File: config.mk
export PLATFORM = sky130hd
export DESIGN_NAME = pipe_hazard_tracker
export DESIGN_NICKNAME = d
export VERILOG_FILES = /design/src/rtl/pipe_hazard_tracker.sv
export SDC_FILE = /design/constraint.sdc
export NUM_CORES = 1
export LEC_CHECK = 0
export ABC_AREA = 1
export CAP_MARGIN = 20
export CORE_MARGIN = 5
export CORE_UTILIZATION = 50
export DETAILED_ROUTE_END_ITERATION = 6
export DONT_BUFFER_PORTS = 1
export PLACE_DENSITY_LB_ADDON = 0.1
export SYNTH_ARGS = -nofsm -noshare
export SYNTH_HDL_FRONTEND = slang
export SYNTH_SLANG_ARGS = --single-unit
File: constraint.sdc
create_clock -name clk -period 3.59 [get_ports clk]
set_input_delay 1.077 -clock clk [delete_from_list [all_inputs] [get_ports clk]]
set_output_delay 1.077 -clock clk [all_outputs]
set_load 0.02 [all_outputs]
File: src/rtl/pipe_hazard_tracker.sv
// -----------------------------------------------------------------------------
// pipe_hazard_tracker
//
// Decode-side hazard unit for a pipeline with DEPTH post-decode stages.
// A shift register of pending writes (one entry per stage: valid, id, is_load)
// follows each decoded instruction down the pipe. For every decode source
// operand the youngest matching entry decides whether the value can be
// forwarded (fwd_sel) or the decode instruction has to wait (load-use or
// not-yet-ready ALU result). It also produces the fetch/decode flush strobes.
//
// Ports:
//   clk, reset      clock, synchronous active-high reset
//   ext_stall       freezes the whole pipe (memory wait); entries hold
//   issue_*         the instruction currently in decode
//   src_used/src_id decode source operands, operand s at [s*REG_ID_W +: REG_ID_W]
//   redirect        taken branch/jump resolved in decode
//   stall           hold PC and F/D register
//   flush_fd        clear F/D register
//   flush_de        insert a bubble into D/E register
//   fwd_sel         per operand: 0 = register file, k = result of stage k-1
//   pending         number of valid write entries
//   stall_cycles    saturating count of hazard stall cycles
//
// Optional feature macro: HAZARD_PERF_EN builds the stall_cycles counter;
// without it stall_cycles is tied to zero.
// -----------------------------------------------------------------------------
module pipe_hazard_tracker #(
    parameter int REG_ID_W = 5,
    parameter int NUM_SRC  = 2,
    parameter int DEPTH    = 3,
    parameter int ALU_RDY  = 1,
    parameter int LOAD_RDY = 2,
    localparam int SEL_W   = $clog2(DEPTH + 1)
) (
    input  logic                        clk,
    input  logic                        reset,
    input  logic                        ext_stall,
    input  logic                        issue_valid,
    input  logic                        issue_wr_en,
    input  logic [REG_ID_W-1:0]         issue_wr_id,
    input  logic                        issue_is_load,
    input  logic [NUM_SRC-1:0]          src_used,
    input  logic [NUM_SRC*REG_ID_W-1:0] src_id,
    input  logic                        redirect,
    output logic                        stall,
    output logic                        flush_fd,
    output logic                        flush_de,
    output logic [NUM_SRC*SEL_W-1:0]    fwd_sel,
    output logic [SEL_W-1:0]            pending,
    output logic [15:0]                 stall_cycles
);

    // Entry k lives at bit k (valid/load) or slice k (id); entry 0 is stage E.
    logic [DEPTH-1:0]          ent_v_r;
    logic [DEPTH*REG_ID_W-1:0] ent_id_r;
    logic [DEPTH-1:0]          ent_ld_r;

    logic                      haz_s;
    logic [NUM_SRC*SEL_W-1:0]  fwd_sel_s;
    logic [SEL_W-1:0]          pending_s;
    logic [SEL_W:0]            res_s [NUM_SRC];
    logic                      new_v_s;

    // Resolve one operand: returns {haz, sel}. The scan runs old-to-young so
    // the youngest (lowest k) matching entry is the one left standing.
    function automatic logic [SEL_W:0] resolve(
        input logic                        used,
        input logic [REG_ID_W-1:0]         id,
        input logic [DEPTH-1:0]            v,
        input logic [DEPTH*REG_ID_W-1:0]   ids,
        input logic [DEPTH-1:0]            ld
    );
        logic             hit;
        logic [SEL_W-1:0] k_hit;
        logic             ld_hit;
        logic [SEL_W-1:0] rdy;
        logic [SEL_W:0]   r;
        hit    = 1'b0;
        k_hit  = '0;
        ld_hit = 1'b0;
        for (int k = DEPTH - 1; k >= 0; k--) begin
            if (used && (id != '0) && v[k] && (ids[k*REG_ID_W +: REG_ID_W] == id)) begin
                hit    = 1'b1;
                k_hit  = SEL_W'(k);
                ld_hit = ld[k];
            end else begin
                hit    = hit;
            end
        end
        rdy = ld_hit ? SEL_W'(LOAD_RDY) : SEL_W'(ALU_RDY);
        if (!hit) begin
            r = '0;
        end else if (k_hit >= rdy) begin
            r = {1'b0, k_hit + SEL_W'(1)};
        end else begin
            r = {1'b1, {SEL_W{1'b0}}};
        end
        return r;
    endfunction

    // Operand matching: forward selects and the combined hazard flag.
    always_comb begin
        haz_s     = 1'b0;
        fwd_sel_s = '0;
        for (int s = 0; s < NUM_SRC; s++) begin
            res_s[s] = resolve(src_used[s], src_id[s*REG_ID_W +: REG_ID_W],
                               ent_v_r, ent_id_r, ent_ld_r);
            haz_s = haz_s | res_s[s][SEL_W];
            fwd_sel_s[s*SEL_W +: SEL_W] = res_s[s][SEL_W-1:0];
        end
    end

    // Population count of valid entries.
    always_comb begin
        pending_s = '0;
        for (int k = 0; k < DEPTH; k++) begin
            pending_s = pending_s + SEL_W'(ent_v_r[k]);
        end
    end

    // A stalled or empty decode slot enters the pipe as a bubble; id 0 is
    // never tracked because it always reads as zero.
    assign new_v_s = ~haz_s & issue_valid & issue_wr_en & (issue_wr_id != '0);

    // Scoreboard shift register; frozen entirely while ext_stall is high.
    always_ff @(posedge clk) begin
        if (reset) begin
            ent_v_r  <= '0;
            ent_id_r <= '0;
            ent_ld_r <= '0;
        end else if (!ext_stall) begin
            ent_v_r  <= {ent_v_r[DEPTH-2:0], new_v_s};
            ent_id_r <= {ent_id_r[(DEPTH-1)*REG_ID_W-1:0], issue_wr_id};
            ent_ld_r <= {ent_ld_r[DEPTH-2:0], issue_is_load};
        end
    end

    // A redirect under a hazard is held off; the branch re-resolves next cycle.
    assign stall    = haz_s | ext_stall;
    assign flush_de = haz_s & ~ext_stall;
    assign flush_fd = redirect & ~haz_s & ~ext_stall;
    assign fwd_sel  = fwd_sel_s;
    assign pending  = pending_s;

`ifdef HAZARD_PERF_EN
    logic [15:0] stall_cycles_r;

    // Saturating count of cycles lost to data hazards (memory waits excluded).
    always_ff @(posedge clk) begin
        if (reset) begin
            stall_cycles_r <= 16'h0000;
        end else if (haz_s && !ext_stall && (stall_cycles_r != 16'hFFFF)) begin
            stall_cycles_r <= stall_cycles_r + 16'h0001;
        end
    end

    assign stall_cycles = stall_cycles_r;
`else
    assign stall_cycles = 16'h0000;
`endif

endmodule

==> Word-level counts from Yosys, hierarchy flattened <==
Cells that the tools add are included.
{ "op_classes": {"n_addsub": 4, "n_lt_le_gt_ge": 2, "eq_ne": 6, "mux": 24, "bitwise": 10, "n_reduce_logical": 17} }
{ "ops": {"columns": ["op", "n"], "rows": [
  ["$eq 5x5->1", 6],
  ["$mux 2", 8],
  ["$reduce_bool 5->1", 3],
  ["$logic_and 1x1->1", 14],
  ["$mux 1", 12],
  ["$mux 3", 4],
  ["$and 1x1->1", 6],
  ["$add 2x1->2 const B", 2],
  ["$ge 2x2->1", 2],
  ["$add 1x1->2", 1],
  ["$add 2x1->2", 1],
  ["$not 1->1", 2],
  ["$or 1x1->1", 2]
]} }
{ "totals": {"ff_bits": 21, "output_inout_bits": 25, "word_cells": 66} }

==> Depth between registers and ports, before layout <==
Gate-level depths: netlist of the first run.
{ "logic_depth": {"ltp_word": 16, "ltp_mapped": 17} }

==> Least setup slack after synthesis of the first run <==
Ideal clock, no wire load.
{ "synth_timing": {"path_kind": "input -> output", "start": "input src_id[4]", "end": "output flush_de", "arrival_time_ns": 2.783, "required_time_ns": 2.513, "path_slack_ns": -0.270, "cell_stages": 15, "n_path_buf": 0, "cell_sequence": "inv_2 > nand2_1 > nand2_1 > nand2_1 > nor2_2 > nand3_2 > nand2_1 > o21bai_1 > o221ai_2 > ha_1 > nor2_1 > inv_1 > a21oi_1 > nand2_4 > a21oi_2"} }
{ "synth_between": {"elab_chain_len": 13} }
{ "synth_rtl": {"columns": ["item", "line_no", "rtl"], "rows": [
  ["start, declared", "43", "input logic [NUM_SRC*REG_ID_W-1:0] src_id,"],
  ["$reduce_bool 5->1", "82", "if (used && (id != '0) && v[k] && (ids[k*REG_ID_W +: REG_ID_W] == id)) begin"],
  ["$logic_and 1x1->1 (3 in series)", "82", null],
  ["$mux 1 (3 in series)", "82", null],
  ["$mux 2", "90", "rdy = ld_hit ? SEL_W'(LOAD_RDY) : SEL_W'(ALU_RDY);"],
  ["$ge 2x2->1", "93", "end else if (k_hit >= rdy) begin"],
  ["$mux 3", "93", null],
  ["$mux 3 *", "91", "if (!hit) begin"],
  ["$or 1x1->1 *", "108", "haz_s = haz_s | res_s[s][SEL_W];"],
  ["$and 1x1->1 *", "140", "assign flush_de = haz_s & ~ext_stall;"],
  ["end, declared", "47", "output logic flush_de,"]
]} }
Every way passes the cells marked *; elsewhere a longest branch is shown, timed or not.

==> Worst setup path after layout of the first run <==
{ "layout_timing": {"start": "input src_id[7]", "end": "output flush_de"} }
The elaborated chain is that of the path after synthesis.

==> qor.csv, run 1 <==
stage;metric;value;unit
worst_setup_path;cpMostUsedCell;nand2_4;
clocking;cts.sinks;21;
worst_setup_path;critPathArrivalTime;2800;ps
logic_synthesis;postSynthCellCount;283;
timing;hold_ws;504;ps
place;postPlaceCellArea;1970;um^2
place;placedCellCount;343;
logic_synthesis;ys_seq_area_share;23.0;%
worst_setup_path;required;2510;ps
logic_synthesis;syn_area;1820;um^2
detailed_routing;wl_per_cell;14.6;um
grt;grt_antenna_before_repair;0;
grt;grt_max_degree;42;
floorplan;pin_count;49;
power_and_ir_drop;max-vdd-ir-drop;0.000239;V
worst_setup_path;setup.worst_path.class;in -> out;
run;drv_cap;0;
grt;grt_pass1_wl;7930;um
grt;grt_util_all_layers;19.9;%
worst_setup_path;crit_path_max_fanout;5;
clocking;cts_made_buffers;3;
floorplan;floorplan.initialDensity;50.6;%
timing;finalCriticalPeriod;3880;ps
clocking;clock_path_buffers;2;
clocking;cts_tree;done;
power_and_ir_drop;leakagePower;1.13;nW
logic_synthesis;yosysTopAreaCell;dfxtp_1;
finish;diodes;0;
worst_setup_path;timing.rr.start;ent_id_r[12]$_SDFFE_PP0N_;
detailed_routing;first_pass_iters;4;
worst_setup_path;cp-start-kind;input port;
floorplan;die_w;70.4;um
floorplan;row_count;22;
logic_synthesis;synth-seq-cells;21;
finish;nNetsFinal;343;
timing;worst_slack;-290;ps
logic_synthesis;yosys-top-cells-area;dfxtp_1 23%, nand2_1 14%, a211oi_1 7.4%;
logic_synthesis;synth_top_cell_area_share;23.0;%
clocking;clock_latency;270;ps
finish;multi_input_area;1480;um^2
place;pre_cts_slack;-368;ps
power_and_ir_drop;p_per_area;239;nW/um^2
place;hpwlAfterDp;3800;um
floorplan;die_h;70.4;um
worst_setup_path;end_kind;output pin;
timing;fin_crit_sh;108;%
detailed_routing;viasPerCell;5.17;
finish;n_fill_cell;320;
clocking;htreeDepth;1;
detailed_routing;drtIter0Drc;114;
hold_path;hp-start;ent_id_r[5]$_SDFFE_PP0N_;
finish;drive_gt1_share;39.5;%
run_status;status;finished with violations;
finish;area_growth;37.2;%
floorplan;core-area;3610;um^2
grt;grt_pass1_vias;1690;
timing;setup_viol;5;
timing;rsz0062_at_grt;yes;
detailed_routing;num_vias;1856;
detailed_routing;routed_wl;5230;um
finish;seq_area;420;um^2
timing;hold_violations;0;
worst_setup_path;slowest_stage;ha_1;
timing;fmax;258;MHz
detailed_routing;drc_errors;0;
worst_setup_path;crit_chain;nand2_4, nand2_4, nor3_4, nand3_4, nor3b_4, o22ai_4, ha_1, nor2_1, inv_1, a21oi_2, nand2_4, a21oi_4;
finish;stdcell_area;2500;um^2
hold_path;hold_class;reg -> reg;
logic_synthesis;synth_warnings;0;
clocking;clk_pin_slew_worst_paths;80;ps
worst_setup_path;critPathBufInv;1;
worst_setup_path;cp-startpoint;src_id[7];
worst_setup_path;slowest_delay;270;ps
logic_synthesis;avgSynthCellArea;6.45;um^2
place;globalplace.congestion;0.928;
timing;skew;7.67;ps
logic_synthesis;synth_cell_types;34;
worst_setup_path;path_delay_family;simple AND/OR/NAND/NOR gates;
finish;fin_cells;359;
floorplan;fp.dieArea;4960;um^2
clocking;cts_root_buffer;clkbuf_8;
grt;grt-ovfl-total;0;
place;port_buffers;0;
detailed_routing;ant_nets;0;
timing;maxSlewViolCount;0;
run_status;violations;setup timing;
placed cells by master (no fill, tap or decap), types with 4 or more instances in the layout:
master / count
nand2_1: 47
buf_4: 32
inv_1: 29
nor2_1: 28
dfxtp_1: 21
a211oi_1: 18
conb_1: 16
nand2_4: 13
nand2_2: 13
inv_2: 9
nand3_2: 9
nor2_4: 7
nand3_4: 5
nand4_1: 5
a21oi_2: 5
ha_1: 5
inv_4: 4
nor2_2: 4
nand3_1: 4
a21oi_1: 4
worst register-to-register path, stage by stage, from the launching register on:
cell	delay, ps
dfxtp_1	460
inv_1	140
nand2_4	100
nand2_4	60
nor3_4	210
nand3_4	110
nor3b_4	210
o22ai_4	100
ha_1	280
nor2_1	100
inv_1	50
a21oi_2	190
nand2_4	110
buf_4	150
nand3_2	50
a21oi_2	50
sequential cells by signal, indices dropped and copies added (netlist names):
name      flops
ent_ld_r      3
ent_v_r       3
ent_id_r     15
cell usage after synthesis (all sizes together):
master / instances
nand2: 74
inv: 46
nor2: 39
dfxtp: 21
buf: 19
a211oi: 18
nand3: 18
a21oi: 12
ha: 6
nand4: 5
nor3: 5
clkbuf: 4
o21ai: 4
nand3b: 2
xor2: 2
and3: 1
conb: 1
fa: 1
nor3b: 1
nor4: 1
o21bai: 1
o221ai: 1
o22ai: 1
repair_timing:
action,CTS,global route
pin swaps,21,41
setup buffers,6,6
resized for setup,33,67
hold buffers,0,0
setup endpoints to repair,5,6
layout make-up:
class	instances	area share [%]
Multi-Input combinational cell	208	59.0
Sequential cell	21	16.8
Inverter	46	10.4
Timing Repair Buffer	32	9.60
Tap cell	48	2.40
Clock buffer	4	1.80
final timing paths:
check / end / slack [ps] / cells after the start
max: flush_de / -290 / 12
min: ent_id_r[10]$_SDFFE_PP0N_ / 500 / 2
max reg2reg: ent_v_r[0]$_SDFFE_PP0N_ / 1110 / 15
min reg2reg: ent_id_r[10]$_SDFFE_PP0N_ / 500 / 2
metrics by stage:
| stage | total power, mW | util [%] | setup TNS, ps |
|---|---|---|---|
| floorplan | 0.388 | - | -489 |
| global placement | 0.395 | 54.8 | -1260 |
| detailed placement | 0.396 | 54.8 | -1370 |
| CTS | 0.567 | 60.0 | -1060 |
| global route | 0.636 | 69.4 | -1550 |
| finish | 0.597 | 69.4 | -1090 |
cells by family (layout without fill, tap and decap cells):
family,Yosys count,after routing,share of synthesized area [%]
buf+inv,69,82,18.0
xor+xnor,2,2,0.960
other cells,1,16,0.206
compound gates,37,37,14.0
fa+ha+maj,7,7,5.21
flops,21,21,23.0
simple gates,146,146,38.5
power by group:
group          internal, mW  total [mW]  switching (mW)
registers             0.248       0.266          0.0187
logic                0.0660       0.172           0.106
clock network        0.0792       0.159          0.0800
total                 0.393       0.597           0.204
routing by layer:
layer,wire length (um),track usage [%],part of all wire [%],vias to the layer above
met5,0,0,0,-
li1,-,-,-,936
met3,361,6.33,6.9,15
met2,2500,32.0,48,63
met4,119,5.53,2.3,0
met1,2240,25.3,43,842
Power figures use the tool's default switching activity.
==> inputs of run 2 (changes only) <==
--- a/config.mk
+++ b/config.mk
@@ -7,10 +7,12 @@
 export LEC_CHECK = 0
 export ABC_AREA = 1
 export CAP_MARGIN = 20
+export CORE_ASPECT_RATIO = 0.6
 export CORE_MARGIN = 5
 export CORE_UTILIZATION = 50
 export DETAILED_ROUTE_END_ITERATION = 6
 export DONT_BUFFER_PORTS = 1
+export GPL_ROUTABILITY_DRIVEN = 1
 export PLACE_DENSITY_LB_ADDON = 0.1
 export SYNTH_ARGS = -nofsm -noshare
 export SYNTH_HDL_FRONTEND = slang
==> run 2 against run 1 <==
The flow still finishes with violations (setup timing). Clock skew about the same. Wire length rose by 1.7%. Flip-flop and latch count stayed put. Largest cell class unchanged.
==> qor.csv, run 2 (same netlist as run 1, synthesis figures left out) <==
stage;metric;value;unit
finish;fin_cells;358;
finish;n_fill_cell;313;
grt;grt_antenna_before_repair;0;
power_and_ir_drop;max-vdd-ir-drop;0.000157;V
timing;fmax;256;MHz
timing;hold_ws;513;ps
floorplan;die_h;56.8;um
timing;setup_viol;5;
worst_setup_path;timing.rr.start;ent_id_r[14]$_SDFFE_PP0N_;
grt;grt-ovfl-total;0;
clocking;clock_path_buffers;2;
clocking;cts_root_buffer;clkbuf_8;
timing;rsz0062_at_grt;yes;
detailed_routing;drc_errors;0;
power_and_ir_drop;p_per_area;253;nW/um^2
place;placedCellCount;343;
detailed_routing;first_pass_iters;4;
worst_setup_path;required;2510;ps
floorplan;fp.dieArea;5000;um^2
worst_setup_path;critPathArrivalTime;2830;ps
place;port_buffers;0;
worst_setup_path;cp-startpoint;src_id[9];
worst_setup_path;end_kind;output pin;
hold_path;hold_class;reg -> reg;
grt;grt_pass1_vias;1633;
finish;layout_common_cells;51 x nand2_1, 32 x nor2_1, 32 x buf_4;
finish;post-route-util;65.1;%
run;drv_cap;0;
worst_setup_path;crit_chain;nand2_4, nand2_2, nor3_2, nand3_2, nor3b_4, o22ai_2, buf_4, ha_1, a21oi_4, nand2_4, a21oi_4;
worst_setup_path;crit_path_max_fanout;4;
worst_setup_path;setup.worst_path.class;in -> out;
detailed_routing;drtIter0Drc;129;
detailed_routing;wl_per_cell;14.8;um
grt;grt_max_degree;42;
worst_setup_path;cp-start-kind;input port;
floorplan;pin_count;49;
timing;worst_slack;-320;ps
place;postPlaceCellArea;1980;um^2
finish;top_regs;ent_id_r (15), ent_ld_r (3), ent_v_r (3);
floorplan;die_w;88.0;um
finish;drive_gt1_share;36.3;%
power_and_ir_drop;leakagePower;1.11;nW
run_status;status;finished with violations;
detailed_routing;ant_nets;0;
timing;maxSlewViolCount;0;
grt;grt_pass1_wl;8050;um
finish;area_growth;28.3;%
worst_setup_path;slowest_stage;ha_1;
place;globalplace.congestion;0.915;
timing;skew;7.88;ps
detailed_routing;num_vias;1838;
timing;finalCriticalPeriod;3910;ps
worst_setup_path;slowest_delay;300;ps
finish;diodes;0;
finish;layout_commonest_cell;nand2_1;
clocking;cts_tree;done;
finish;nNetsFinal;343;
finish;largest_reg_flops;15;
clocking;htreeDepth;1;
clocking;clock_latency;270;ps
detailed_routing;routed_wl;5320;um
clocking;cts_made_buffers;3;
detailed_routing;viasPerCell;5.13;
finish;stdcell_area;2340;um^2
clocking;cts.sinks;21;
grt;grt_util_all_layers;20.9;%
timing;fin_crit_sh;109;%
finish;regMostFlops;ent_id_r;
run_status;violations;setup timing;
floorplan;floorplan.initialDensity;50.7;%
floorplan;row_count;17;
clocking;clk_pin_slew_worst_paths;80;ps
hold_path;hp-start;ent_id_r[4]$_SDFFE_PP0N_;
timing;hold_violations;0;
floorplan;core-area;3590;um^2
place;hpwlAfterDp;3810;um
## run 2: cell count changes in the layout (fill, tap and decap cells not counted), moves of 2 or more
cell and change:
clkinv_16 -2, inv_4 -2, nand2_1 +4, nand2_2 +4, nand2_4 -7, nand3_1 +2
nor2_1 +4, nor2_4 -5
## run 2: final cells by class
cell class | instances | area [um^2] | share of cell area [%]
well taps | 47 | 58.8 | 2.51
repair buffers | 32 | 240 | 10.3
clock inverters | 1 | 5.00 | 0.214
multi-input cells | 208 | 1340 | 57.3
clock buffers | 3 | 41.3 | 1.76
flip-flops and latches | 21 | 420 | 18.0
inverters | 46 | 233 | 9.94
## run 2: where the power goes
group	total (mW)	switching [mW]	internal (mW)
clock network	0.168	0.0899	0.0778
registers	0.267	0.0194	0.248
logic	0.157	0.0975	0.0594
total	0.592	0.207	0.385
## run 2: stage by stage
stage	power [mW]	setup WS, ps	TNS (ps)
6_report	0.592	-320	-1140
3_5_place_dp	0.394	-377	-1460
3_3_place_gp	0.395	-307	-1160
5_1_grt	0.617	-412	-1680
4_1_cts	0.570	-278	-1040
2_1_floorplan	0.388	-147	-489
## run 2: layer usage
metal  share of wire, %  track usage (%)  wire [um]
met5                  0                0          0
met4               0.51             2.19         27
met3                 11             6.16        569
met2                 42             29.2       2210
met1                 47             31.9       2500
## run 2: final timing paths
kind	to	slack, ps	cells past startpoint
hold reg to reg	ent_id_r[9]$_SDFFE_PP0N_	510	2
hold / removal	ent_id_r[9]$_SDFFE_PP0N_	510	2
setup / recovery	flush_de	-320	11
setup reg to reg	ent_v_r[0]$_SDFFE_PP0N_	990	15
## run 2: timing repair
action                                 in CTS  in global routing
buffers inserted                            9                  2
hold buffers                                0                  0
endpoints found under the hold margin       0                  0
resized for setup                          37                 32
cloned                                      0                  0
setup endpoints to repair                   5                  6
pin swaps                                  21                 22
## run 2: worst max-delay path: cells and delay by family
kind                       cells  cell delay, ps
adders and majority gates      1             300
and+or+nand+nor                6             780
AOI/OAI and AO/OA              3             510
buffers and inverters          1             140
==> inputs of run 3 (changes only) <==
--- a/config.mk
+++ b/config.mk
@@ -7,9 +7,11 @@
 export LEC_CHECK = 0
 export ABC_AREA = 1
 export CAP_MARGIN = 20
+export CELL_PAD_IN_SITES_DETAIL_PLACEMENT = 1
+export CELL_PAD_IN_SITES_GLOBAL_PLACEMENT = 1
 export CORE_ASPECT_RATIO = 0.6
 export CORE_MARGIN = 5
-export CORE_UTILIZATION = 50
+export CORE_UTILIZATION = 39
 export DETAILED_ROUTE_END_ITERATION = 6
 export DONT_BUFFER_PORTS = 1
 export GPL_ROUTABILITY_DRIVEN = 1
==> run 3 against run 2 <==
The run still ends with setup timing left. Critical path depth is 2 higher. Final cell count is 6.1% higher. Flip-flop and latch count stayed put. Clock-buffer cell count stayed put. Critical endpoint unchanged.
==> qor.csv, run 3 (same netlist as run 1, synthesis figures left out) <==
stage;metric;value;unit
timing;worst_slack;-417;ps
worst_setup_path;critPathArrivalTime;2930;ps
worst_setup_path;slowest_delay;300;ps
grt;grt_pass1_wl;9870;um
clocking;cts_tree;done;
finish;nNetsFinal;349;
detailed_routing;drc_errors;0;
finish;top_regs;ent_id_r (15), ent_ld_r (3), ent_v_r (3);
worst_setup_path;worstSetupEndpoint;flush_de;
timing;hold_violations;0;
power_and_ir_drop;p_per_area;244;nW/um^2
detailed_routing;first_pass_iters;4;
floorplan;die_w;98.3;um
finish;n_fill_cell;583;
detailed_routing;wl_per_cell;17.7;um
detailed_routing;viasPerCell;5.16;
worst_setup_path;end_kind;output pin;
grt;grt-ovfl-total;0;
clocking;cts.sinks;21;
clocking;cts_root_buffer;clkbuf_8;
finish;layout_common_cells;47 x nand2_1, 35 x buf_4, 29 x inv_1;
clocking;clk_pin_slew_worst_paths;90;ps
finish;area_growth;37.9;%
worst_setup_path;crit_path_max_fanout;5;
grt;grt_util_all_layers;19.9;%
worst_setup_path;timing.rr.start;ent_id_r[14]$_SDFFE_PP0N_;
grt;grt_max_degree;42;
floorplan;row_count;19;
finish;diodes;0;
worst_setup_path;reg2reg_depth;17;
run;drv_cap;0;
timing;rsz0062_at_grt;yes;
timing;setup_viol;6;
worst_setup_path;cp-startpoint;src_id[8];
hold_path;hp-start;ent_id_r[4]$_SDFFE_PP0N_;
power_and_ir_drop;totalPowerFinal;614;uW
floorplan;die_h;63.0;um
floorplan;fp.dieArea;6190;um^2
floorplan;core-area;4540;um^2
finish;regMostFlops;ent_id_r;
detailed_routing;drtIter0Drc;94;
worst_setup_path;slowest_stage;ha_1;
place;hpwlAfterDp;4570;um
finish;drive_gt1_share;41.6;%
clocking;cts_hold_buf;0;
floorplan;floorplan.initialDensity;40.2;%
finish;largest_reg_flops;15;
place;port_buffers;0;
timing;skew;2.95;ps
worst_setup_path;r2r_end;ent_v_r[0]$_SDFFE_PP0N_;
worst_setup_path;regToRegSetupSlack;850;ps
power_and_ir_drop;leakagePower;1.16;nW
detailed_routing;num_vias;1962;
timing;finalCriticalPeriod;4010;ps
finish;stdcell_area;2520;um^2
place;globalplace.congestion;0.845;
finish;layout_commonest_cell;nand2_1;
timing;maxSlewViolCount;0;
run_status;violations;setup timing;
worst_setup_path;cp-start-kind;input port;
worst_setup_path;required;2510;ps
timing;fmax;250;MHz
detailed_routing;ant_nets;0;
clocking;cts_made_buffers;3;
worst_setup_path;setup.worst_path.class;in -> out;
place;postPlaceCellArea;2010;um^2
hold_path;hold_class;reg -> reg;
clocking;htreeDepth;1;
grt;grt_antenna_before_repair;0;
power_and_ir_drop;max-vdd-ir-drop;0.000150;V
run_status;status;finished with violations;
clocking;clock_latency;280;ps
floorplan;pin_count;49;
grt;grt_pass1_vias;1838;
detailed_routing;routed_wl;6730;um
timing;fin_crit_sh;112;%
worst_setup_path;crit_chain;inv_4, a21oi_2, inv_1, nor2_2, nand3_2, nor3b_2, o22ai_2, ha_1, nor2_1, inv_1, a21oi_4, nand2_4, a21oi_4;
clocking;clock_path_buffers;2;
run 3: changes by cell type in the layout (fill, tap and decap cells not counted), moves of 2 or more:
cell	delta
nor2_1	-4
inv_12	-3
nand2_1	-4
nand3_2	+3
buf_6	+3
buf_4	+3
nor2_4	+4
nand3_1	-3
nand2_4	+4
inv_4	+2
run 3: layer usage:
| metal | share of wire [%] | vias to the layer above | GRT usage (%) |
|---|---|---|---|
| li1 | - | 942 | - |
| met1 | 48 | 955 | 30.7 |
| met2 | 45 | 55 | 28.5 |
| met3 | 6.6 | 10 | 4.91 |
| met4 | 1.0 | 0 | 1.53 |
| met5 | 0 | - | 0 |
run 3: repair_timing:
action,in CTS,in global routing
pin swaps,14,36
gates resized for setup,29,59
endpoints found under the setup margin,5,6
buffers inserted,8,10
run 3: final cells by class:
cell class | instances | area, um^2 | share of cell area [%]
Timing Repair Buffer | 38 | 297 | 11.8
Tap cell | 63 | 78.8 | 3.13
Sequential cell | 21 | 420 | 16.7
Clock buffer | 3 | 41.3 | 1.64
Multi-Input combinational cell | 208 | 1450 | 57.5
Clock inverter | 1 | 7.51 | 0.298
Inverter | 46 | 225 | 8.95
run 3: worst max-delay path: cells and delay by family:
family          cells  cell delay [ps]
fa+ha+maj           1              300
simple gates        5              710
compound gates      4              650
buf+inv             3              170
run 3: how the worst min path moves through the flow:
| stage | endpoint | slack (ps) | cells past startpoint |
|---|---|---|---|
| floorplan | ent_ld_r[2]$_SDFFE_PP0N_ | 460 | 2 |
| global placement | ent_id_r[14]$_SDFFE_PP0N_ | 500 | 2 |
| detailed placement | ent_id_r[8]$_SDFFE_PP0N_ | 500 | 2 |
| CTS | ent_id_r[9]$_SDFFE_PP0N_ | 520 | 2 |
| global route | ent_id_r[9]$_SDFFE_PP0N_ | 540 | 2 |
| finish | ent_id_r[9]$_SDFFE_PP0N_ | 510 | 2 |
run 3: through the flow:
| step | utilization [%] | hold slack, ps | instances | setup TNS (ps) | setup slack, ps |
|---|---|---|---|---|---|
| finish | 55.4 | 510 | 380 | -1710 | -417 |
| global route | 55.4 | 544 | 380 | -2330 | -509 |
| CTS | 48.7 | 519 | 372 | -1170 | -284 |
| detailed placement | 44.2 | 504 | 360 | -1580 | -393 |
| global placement | 44.2 | 497 | 360 | -1350 | -331 |
| floorplan | - | 457 | 298 | -489 | -147 |
run 3: power by group:
group / switching, mW / internal, mW / total [mW]
clock: 0.0973 / 0.0789 / 0.176
sequential: 0.0195 / 0.248 / 0.267
combinational: 0.108 / 0.0626 / 0.171
total: 0.225 / 0.389 / 0.614
